## src/rtl/alu_pkg.sv

```systemverilog
// Shared types for the ALU command path: opcode enum, command struct and the NOP command.
package alu_pkg;

    typedef enum logic [1:0] {
        ADD = 2'b00,
        SUB = 2'b01,
        OR  = 2'b10,
        XOR = 2'b11
    } op_t;

    typedef struct packed {
        op_t        op;
        logic [3:0] operand;
    } alu_cmd_t;

    localparam alu_cmd_t ALU_NOP = '{op: ADD, operand: 4'h0};

endpackage

```

## src/rtl/alu_cmd_fifo.sv

```systemverilog
// Circular command store with wrap-around pointers and an occupancy counter.
module alu_cmd_fifo
    import alu_pkg::*;
#(
    parameter int unsigned DEPTH = 4,
    localparam int unsigned PtrW = $clog2(DEPTH),
    localparam int unsigned CntW = PtrW + 1
) (
    input  logic            clk_i,
    input  logic            rst_ni,
    input  logic            push_i,
    input  logic            pop_i,
    input  logic            flush_i,
    input  alu_cmd_t        wdata_i,
    output alu_cmd_t        rdata_o,
    output logic [CntW-1:0] count_o,
    output logic            full_o
);

    alu_cmd_t        mem_q [DEPTH];
    logic [PtrW-1:0] wr_ptr_q, wr_ptr_d;
    logic [PtrW-1:0] rd_ptr_q, rd_ptr_d;
    logic [CntW-1:0] count_q, count_d;

    // DEPTH is a power of two, so pointer overflow is the modulo-DEPTH wrap.
    always_comb begin
        wr_ptr_d = wr_ptr_q;
        rd_ptr_d = rd_ptr_q;
        count_d  = count_q;
        if (flush_i) begin
            wr_ptr_d = '0;
            rd_ptr_d = '0;
            count_d  = '0;
        end else begin
            if (push_i) wr_ptr_d = wr_ptr_q + PtrW'(1);
            if (pop_i)  rd_ptr_d = rd_ptr_q + PtrW'(1);
            case ({push_i, pop_i})
                2'b10:   count_d = count_q + CntW'(1);
                2'b01:   count_d = count_q - CntW'(1);
                default: count_d = count_q;
            endcase
        end
    end

    always_ff @(posedge clk_i or negedge rst_ni) begin
        if (!rst_ni) begin
            wr_ptr_q <= '0;
            rd_ptr_q <= '0;
            count_q  <= '0;
        end else begin
            wr_ptr_q <= wr_ptr_d;
            rd_ptr_q <= rd_ptr_d;
            count_q  <= count_d;
        end
    end

    always_ff @(posedge clk_i) begin
        if (push_i && !flush_i) begin
            mem_q[wr_ptr_q] <= wdata_i;
        end
    end

    assign rdata_o = mem_q[rd_ptr_q];
    assign count_o = count_q;
    assign full_o  = (count_q == CntW'(DEPTH));

endmodule

```

## src/rtl/alu_cmd_queue.sv

```systemverilog
// Command queue feeding an accumulator ALU: registered issue of queued commands, NOP otherwise,
// with hold (stall issue) and flush (discard everything) control.
module alu_cmd_queue
    import alu_pkg::*;
#(
    parameter int unsigned DEPTH = 4,
    localparam int unsigned CntW = $clog2(DEPTH) + 1
) (
    input  logic            clock,
    input  logic            reset_L,
    input  logic            in_valid,
    output logic            in_ready,
    input  logic [1:0]      in_op,
    input  logic [3:0]      in_operand,
    input  logic            hold,
    input  logic            flush,
    output logic [1:0]      op,
    output logic [3:0]      operand,
    output logic            issued,
    output logic [CntW-1:0] count
);

    alu_cmd_t        in_cmd;
    alu_cmd_t        head;
    alu_cmd_t        cmd_q, cmd_d;
    logic            issued_q, issued_d;
    logic            full;
    logic            push;
    logic            pop;
    logic [CntW-1:0] fifo_count;

    assign in_cmd = '{op: op_t'(in_op), operand: in_operand};

    // full comes straight from the registered count, so in_ready has no input path.
    assign in_ready = ~full;
    assign push     = in_valid & ~full & ~flush;
    assign pop      = ~hold & ~flush & (fifo_count != '0);

    alu_cmd_fifo #(
        .DEPTH(DEPTH)
    ) u_fifo (
        .clk_i  (clock),
        .rst_ni (reset_L),
        .push_i (push),
        .pop_i  (pop),
        .flush_i(flush),
        .wdata_i(in_cmd),
        .rdata_o(head),
        .count_o(fifo_count),
        .full_o (full)
    );

    always_comb begin
        cmd_d    = ALU_NOP;
        issued_d = 1'b0;
        if (pop) begin
            cmd_d    = head;
            issued_d = 1'b1;
        end
    end

    always_ff @(posedge clock or negedge reset_L) begin
        if (!reset_L) begin
            cmd_q    <= ALU_NOP;
            issued_q <= 1'b0;
        end else begin
            cmd_q    <= cmd_d;
            issued_q <= issued_d;
        end
    end

    assign op      = cmd_q.op;
    assign operand = cmd_q.operand;
    assign issued  = issued_q;
    assign count   = fifo_count;

endmodule

```

## config.mk

```make
export PLATFORM = sky130hd
export DESIGN_NAME = alu_cmd_queue
export DESIGN_NICKNAME = d
export VERILOG_FILES = /design/src/rtl/alu_pkg.sv /design/src/rtl/alu_cmd_fifo.sv /design/src/rtl/alu_cmd_queue.sv
export SDC_FILE = /design/constraint.sdc
export NUM_CORES = 1
export LEC_CHECK = 0
export ABC_CLOCK_PERIOD_IN_PS = 3150
export BUFFER_PORTS_ARGS = -buffer_cell sky130_fd_sc_hd__buf_2
export CAP_MARGIN = 20
export CORE_MARGIN = 10
export CORE_UTILIZATION = 30
export DETAILED_ROUTE_END_ITERATION = 8
export PLACE_DENSITY_LB_ADDON = 0.12
export SYNTH_ARGS = -nofsm -noshare
export SYNTH_HDL_FRONTEND = slang
export SYNTH_SLANG_ARGS = --single-unit
```

## constraint.sdc

```tcl
create_clock -name clock -period 3.15 [get_ports clock]
set_input_delay 0.945 -clock clock [delete_from_list [all_inputs] [get_ports clock]]
set_output_delay 0.945 -clock clock [all_outputs]
set_load 0.01 [all_outputs]
```

==> reports/results.tsv, run 1 <==
metric	value	unit
Max VDD drop	0.220	mV
Max Fanout on Critical Path	14	
wire per inst	15.6	um
Synth area leaders	edfxtp_1 (43%), dfrtp_1 (21%), mux4_2 (8.0%)	
Crit Path Class	in2reg	
Setup-failing EPs final	0	
clock share of power	31.1	%
fmax	392	MHz
Critical Path AT	2780	ps
critical-path cell list	buf_2 > or2_1 > or2_0 > a21oi_1 > fa_1 > or3_1 > a311oi_1 > o311a_1	
setup bufs post-CTS	0	
Die Ht	95.0	um
Mapped Avg Cell Area	14.9	um2
hold crit path type	in2async	
Layout area overhead	15.5	%
Setup Skew	6.67	ps
fin crit share	81.0	%
post-synthesis compound-gate area fraction	7.48	%
NumNets Final	154	
Hold Buf Count CTS	0	
setup TNS	0	ps
TritonCTS buffer count	5	
top_reg_cell synth	edfxtp_1	
CTS tree	built	
Rel. slew slack	67.4	%
worst-case clock buffer depth	2	
Chip Width	95.0	um
DP HPWL	2350	um
fin. max-slew vios	0	
mux cell area share after synthesis	8.00	%
EDFF count, synth	24	
sw power	0.256	mW
CP required	3380	ps
Syn Std Cell Area	0.00169	mm2
MaxCap Viol Count	0	
via count of the first global-routing pass	1107	
Post-Synth Simple-Gate Area	11.7	%
Core Area	0.00547	mm2
DR pass1 iterations	4	
share of synthesized registers carrying an async set or reset	36.8	%
final wirelength	3300	um
P_leak	0.760	nW
Pwr Density	525	mW/mm2
drt initial violations	40	
dominant cell type by area after synthesis	edfxtp_1	
Total Die Area	0.00903	mm2
Final Critical Period	2550	ps
gr ovfl total	0	
first-pass GRT wire length	5440	um
combinational share of power	12.2	%
layout cells sized above 1	31.7	%
Fillers	564	
row count	27	
worst slew pin tran	488	ps
syn_nets	129	
Core Util, Final	35.6	%
routed vias/inst	4.76	
largest net degree at the start of global routing	15	
Net Sw Frac	25.0	%
Mapped Cells	113	
Seq pwr share	56.8	%
Remaining DRCs	0	
Routed Antenna Nets	0	
CTS Sinks	38	
CTS HTree Levels	2	
Starting Density	30.9	%
internal power	0.768	mW
Synth Register Bits	38	
fraction of the mapped netlist area in adder cells	4.15	%
main combinational cell family by area after synthesis	simple AND/OR/NAND/NOR gates	
sequential cell area	0.00107	mm2
Distinct cells, synth	39	
post-CTS sizing	0	
fin cells	211	
RSZ-0062 raised after global routing	false	
CP max-delay cell	fa_1	
yosys warns	0	
Seq/Total Area, Yosys	63.4	%
Worst path max stage delay	440	ps
Port Buffers	21	
number of cells after detailed placement	203	
clock root buffer	clkbuf_8	
Multi-input gate area	538	um2
CP endpoint kind	register	
n_diodes	0	
status	finished clean	
# IOs	22	
Reg clk slew, reported paths	70	ps
Synth top area share	42.7	%
xor/xnor share of the synthesized area	0.519	%
GRT Total Usage	8.10	%
placer congestion estimate	0.765	
Hold Vio Cnt, Final	0	
element type at the critical path start	input pin	
Clk Latency, worst-skew pair	290	ps
initial antenna violation count	0	
via count	1004	
-- worst max-delay path, delay by kind of cell --
kind | cells | cell delay [ps]
simple gates | 3 | 650
compound gates | 3 | 520
fa+ha+maj | 1 | 440
buf+inv | 1 | 220
-- kinds of logic (layout without fill, tap and decap cells) --
family | Yosys count | in the layout
adder cells (fa/ha/maj) | 5 | 5
flip-flops | 38 | 38
multiplexers | 6 | 6
buffers and inverters | 15 | 41
AND/OR/NAND/NOR | 30 | 30
AO/OA/AOI/OAI | 18 | 18
XOR/XNOR | 1 | 1
-- final cells by class --
type | count | share of cell area [%]
timing repair buffer | 26 | 7.31
inverter | 7 | 1.35
tap | 72 | 4.62
multi-input combinational | 60 | 27.6
sequential | 38 | 54.9
clock buffer | 6 | 3.72
clock inverter | 2 | 0.513
-- placed cells by master, fill, tap and decap left out, types with 2 or more instances in the layout --
cell,netlist,final
edfxtp_1,24,24
buf_2,1,21
dfrtp_1,14,14
nor2b_1,7,7
mux4_2,6,6
inv_1,5,5
a21oi_1,5,5
clkbuf_8,0,5
buf_4,4,5
nor3b_1,4,4
o21ai_0,4,4
ha_1,4,4
nand3_1,3,3
inv_2,2,2
nand2_1,2,2
or3_1,2,2
nor2_1,2,2
o221ai_1,2,2
clkinv_2,0,2
-- final timing paths --
kind                                                start                             end  slack (ps)  depth (start not counted)
min in group clock         u_fifo.wr_ptr_q[1]$_DFFE_PN0P_  u_fifo.wr_ptr_q[1]$_DFFE_PN0P_         610                          2
setup / recovery                                    flush   u_fifo.count_o[2]$_DFFE_PN0P_         600                          8
hold reg to reg            u_fifo.wr_ptr_q[1]$_DFFE_PN0P_  u_fifo.wr_ptr_q[1]$_DFFE_PN0P_         610                          2
setup reg to reg            u_fifo.count_o[2]$_DFFE_PN0P_   u_fifo.count_o[2]$_DFFE_PN0P_         710                          7
hold / removal                                    reset_L   u_fifo.count_o[2]$_DFFE_PN0P_         550                          1
max in group asynchronous                         reset_L                issued$_DFF_PN0_        2340                          1
-- Yosys cell counts, types with 2 or more instances --
library cell / instances
buf_4: 4
nor2b_1: 7
nand3_1: 3
nor2_1: 2
inv_2: 2
o21ai_0: 4
ha_1: 4
nor3b_1: 4
o221ai_1: 2
dfrtp_1: 14
edfxtp_1: 24
a21oi_1: 5
inv_1: 5
mux4_2: 6
nand2_1: 2
or3_1: 2
-- registers in the layout, indices dropped and copies added (netlist names) --
signal	flops
op	2
u_fifo.count_o	3
u_fifo.rd_ptr_q	2
u_fifo.mem_q	24
operand	4
u_fifo.wr_ptr_q	2
issued	1
-- power by group through the flow --
stage,clock (mW),sequential [mW],combinational [mW]
after global placement,0,0.593,0.124
final,0.318,0.581,0.125
after floorplan,0,0.580,0.0985
after detailed placement,0,0.594,0.128
after CTS,0.335,0.583,0.128
after global routing,0.357,0.587,0.141
-- metal layers --
metal	wire length, um	GRT usage, %	vias to the layer above	part of all wire (%)
met5	0	0	-	0
met4	75	3.49	0	2.3
met3	220	3.69	7	6.7
met2	1640	13.0	20	50
met1	1360	9.11	505	41
li1	-	-	472	-
-- metrics by stage --
stage | power, mW | hold slack (ps) | setup WS, ps | instance area (um2)
3_5_place_dp | 0.722 | 602 | 288 | 1870
2_1_floorplan | 0.678 | 557 | 588 | 1690
4_1_cts | 1.05 | 553 | 600 | 1950
3_3_place_gp | 0.717 | 598 | 356 | 1870
5_1_grt | 1.09 | 560 | 414 | 1950
6_report | 1.02 | 551 | 598 | 1950
Note: power is estimated with default switching activity, not from simulation.
==> run 2, diff against run 1 <==
--- a/config.mk
+++ b/config.mk
@@ -5,7 +5,7 @@
 export SDC_FILE = /design/constraint.sdc
 export NUM_CORES = 1
 export LEC_CHECK = 0
-export ABC_CLOCK_PERIOD_IN_PS = 3150
+export ABC_CLOCK_PERIOD_IN_PS = 2100
 export BUFFER_PORTS_ARGS = -buffer_cell sky130_fd_sc_hd__buf_2
 export CAP_MARGIN = 20
 export CORE_MARGIN = 10
==> constraint.sdc (replaced) <==
create_clock -name clock -period 2.1 [get_ports clock]
set_input_delay 0.63 -clock clock [delete_from_list [all_inputs] [get_ports clock]]
set_output_delay 0.63 -clock clock [all_outputs]
set_load 0.01 [all_outputs]
==> run 2 against run 1 <==
Via count grew 3.5%. Final cell count is 6.6% higher. Setup slack lost 520 ps. Sequential power rose by 48%. Worst hold slack worse by 310 ps. Clock skew decreased by 2.3 ps. Core utilization increased by 2.4 points. Sequential share of layout area fell by 3.4 points. Sequential cell count did not move. Power up 55%. Combinational power rose by 100%. Clock power is 50% higher. Critical endpoint is now in_ready. Largest cell class unchanged.
==> reports/results.tsv, run 2 (synthesis gave the netlist of run 1 again) <==
metric	value	unit
fin. max-slew vios	0	
Remaining DRCs	0	
Setup-failing EPs final	0	
RSZ-0062 raised after global routing	true	
most common cell after layout, fill and taps aside	edfxtp_1	
Setup Skew	4.39	ps
via count	1039	
first-pass GRT wire length	5430	um
fmax	496	MHz
Worst path max stage delay	430	ps
Starting Density	30.9	%
Net Sw Frac	25.3	%
Hold Vio Cnt, Final	0	
Max Fanout on Critical Path	9	
Reg clk slew, reported paths	80	ps
setup TNS	0	ps
Fillers	533	
most used cell, CP	buf_6	
n_diodes	0	
sw power	0.403	mW
Largest Register	u_fifo.mem_q	
MaxCap Viol Count	0	
via count of the first global-routing pass	1095	
CTS HTree Levels	2	
Power Total	1.59	mW
Die Ht	95.0	um
hold crit path type	in2async	
layout cells sized above 1	39.9	%
DR pass1 iterations	4	
number of cells after detailed placement	212	
commonest non-fill, non-tap cells in the layout	edfxtp_1 (24), buf_2 (21), buf_4 (16)	
Worst path top cell family by delay	buffers and inverters	
combinational share of power	15.9	%
Worst Path Buf+Inv	4	
CP max-delay cell	dfrtp_2	
Multi-input gate area	551	um2
Layout area overhead	23.3	%
Rel. slew slack	65.5	%
R2R Setup Slk	80	ps
clock root buffer	clkbuf_8	
placed cell areas	0.00195	mm2
element type at the critical path start	register	
CTS tree	built	
Critical Path AT	1390	ps
initial antenna violation count	0	
Total Die Area	0.00903	mm2
clock share of power	29.9	%
Setup WS post-layout	82.1	ps
placer congestion estimate	0.740	
Crit Path Class	reg2out	
DP HPWL	2440	um
Finished Cell Area	0.00208	mm2
gr ovfl total	0	
CP required	1470	ps
Max VDD drop	0.419	mV
CTS Sinks	38	
NumNets Final	168	
# IOs	22	
internal power	1.19	mW
Seq pwr share	54.2	%
max FFs per register	24	
largest net degree at the start of global routing	15	
fin crit share	96.1	%
sequential cell area	0.00107	mm2
status	finished clean	
Final Critical Period	2020	ps
Routed Antenna Nets	0	
wire per inst	15.2	um
P_leak	0.825	nW
worst-case clock buffer depth	2	
fin cells	225	
CP endpoint kind	output pin	
GRT Total Usage	8.02	%
critical-path cell list	buf_6 > nor3b_4 > inv_2 > buf_6 > buf_2	
Core Area	0.00547	mm2
final wirelength	3430	um
Port Buffers	21	
row count	27	
TritonCTS buffer count	5	
Pwr Density	764	mW/mm2
worst slew pin tran	518	ps
Chip Width	95.0	um
Clk Latency, worst-skew pair	280	ps
DP Worst Slack	-184	ps
drt initial violations	47	
worst-case hold slack	240	ps
routed vias/inst	4.62	
Core Util, Final	38.1	%
==> run 2: cell type report <==
cell class	count	area share, %
Tap cell	72	4.32
Multi-Input combinational cell	60	26.4
Clock inverter	3	0.781
Timing Repair Buffer	40	12.4
Clock buffer	5	3.30
Inverter	7	1.26
Sequential cell	38	51.5
==> run 2: worst reg2reg max path, delay by kind of cell (launching register included) <==
family          cells  cell delay (ps)
simple gates        3              690
compound gates      3              480
flops               1              430
fa+ha+maj           1              370
==> run 2: layer usage <==
metal,wire [um],share of wire (%),GRT usage (%)
met4,39,1.1,3.99
met3,133,3.9,2.28
met2,1800,53,14.1
met5,0,0,0
met1,1450,42,8.65
==> run 2: path summary, 6_finish.rpt <==
kind	start	to	cells past startpoint
worst max-delay path	u_fifo.count_o[1]$_DFFE_PN0P_	in_ready	5
worst min-delay path	reset_L	u_fifo.wr_ptr_q[0]$_DFFE_PN0P_	1
worst max register to register	u_fifo.count_o[1]$_DFFE_PN0P_	u_fifo.count_o[2]$_DFFE_PN0P_	7
worst min register to register	u_fifo.wr_ptr_q[1]$_DFFE_PN0P_	u_fifo.wr_ptr_q[1]$_DFFE_PN0P_	2
max in group asynchronous	reset_L	u_fifo.count_o[1]$_DFFE_PN0P_	1
min in group clock	in_operand[0]	u_fifo.mem_q[0][0]$_DFFE_PP_	1
==> run 2: power groups by stage <==
stage | clock network [mW] | logic (mW) | registers [mW]
after CTS | 0.499 | 0.244 | 0.863
after floorplan | 0 | 0.156 | 0.872
after detailed placement | 0 | 0.239 | 0.879
final | 0.477 | 0.253 | 0.862
after global placement | 0 | 0.233 | 0.877
after global routing | 0.533 | 0.281 | 0.868
==> run 2: timing repair <==
item | CTS | global route
setup buffers | 1 | 4
gates resized for setup | 1 | 3
hold buffers | 0 | 0
setup endpoints to repair | 1 | 2
pin swaps | 1 | 1
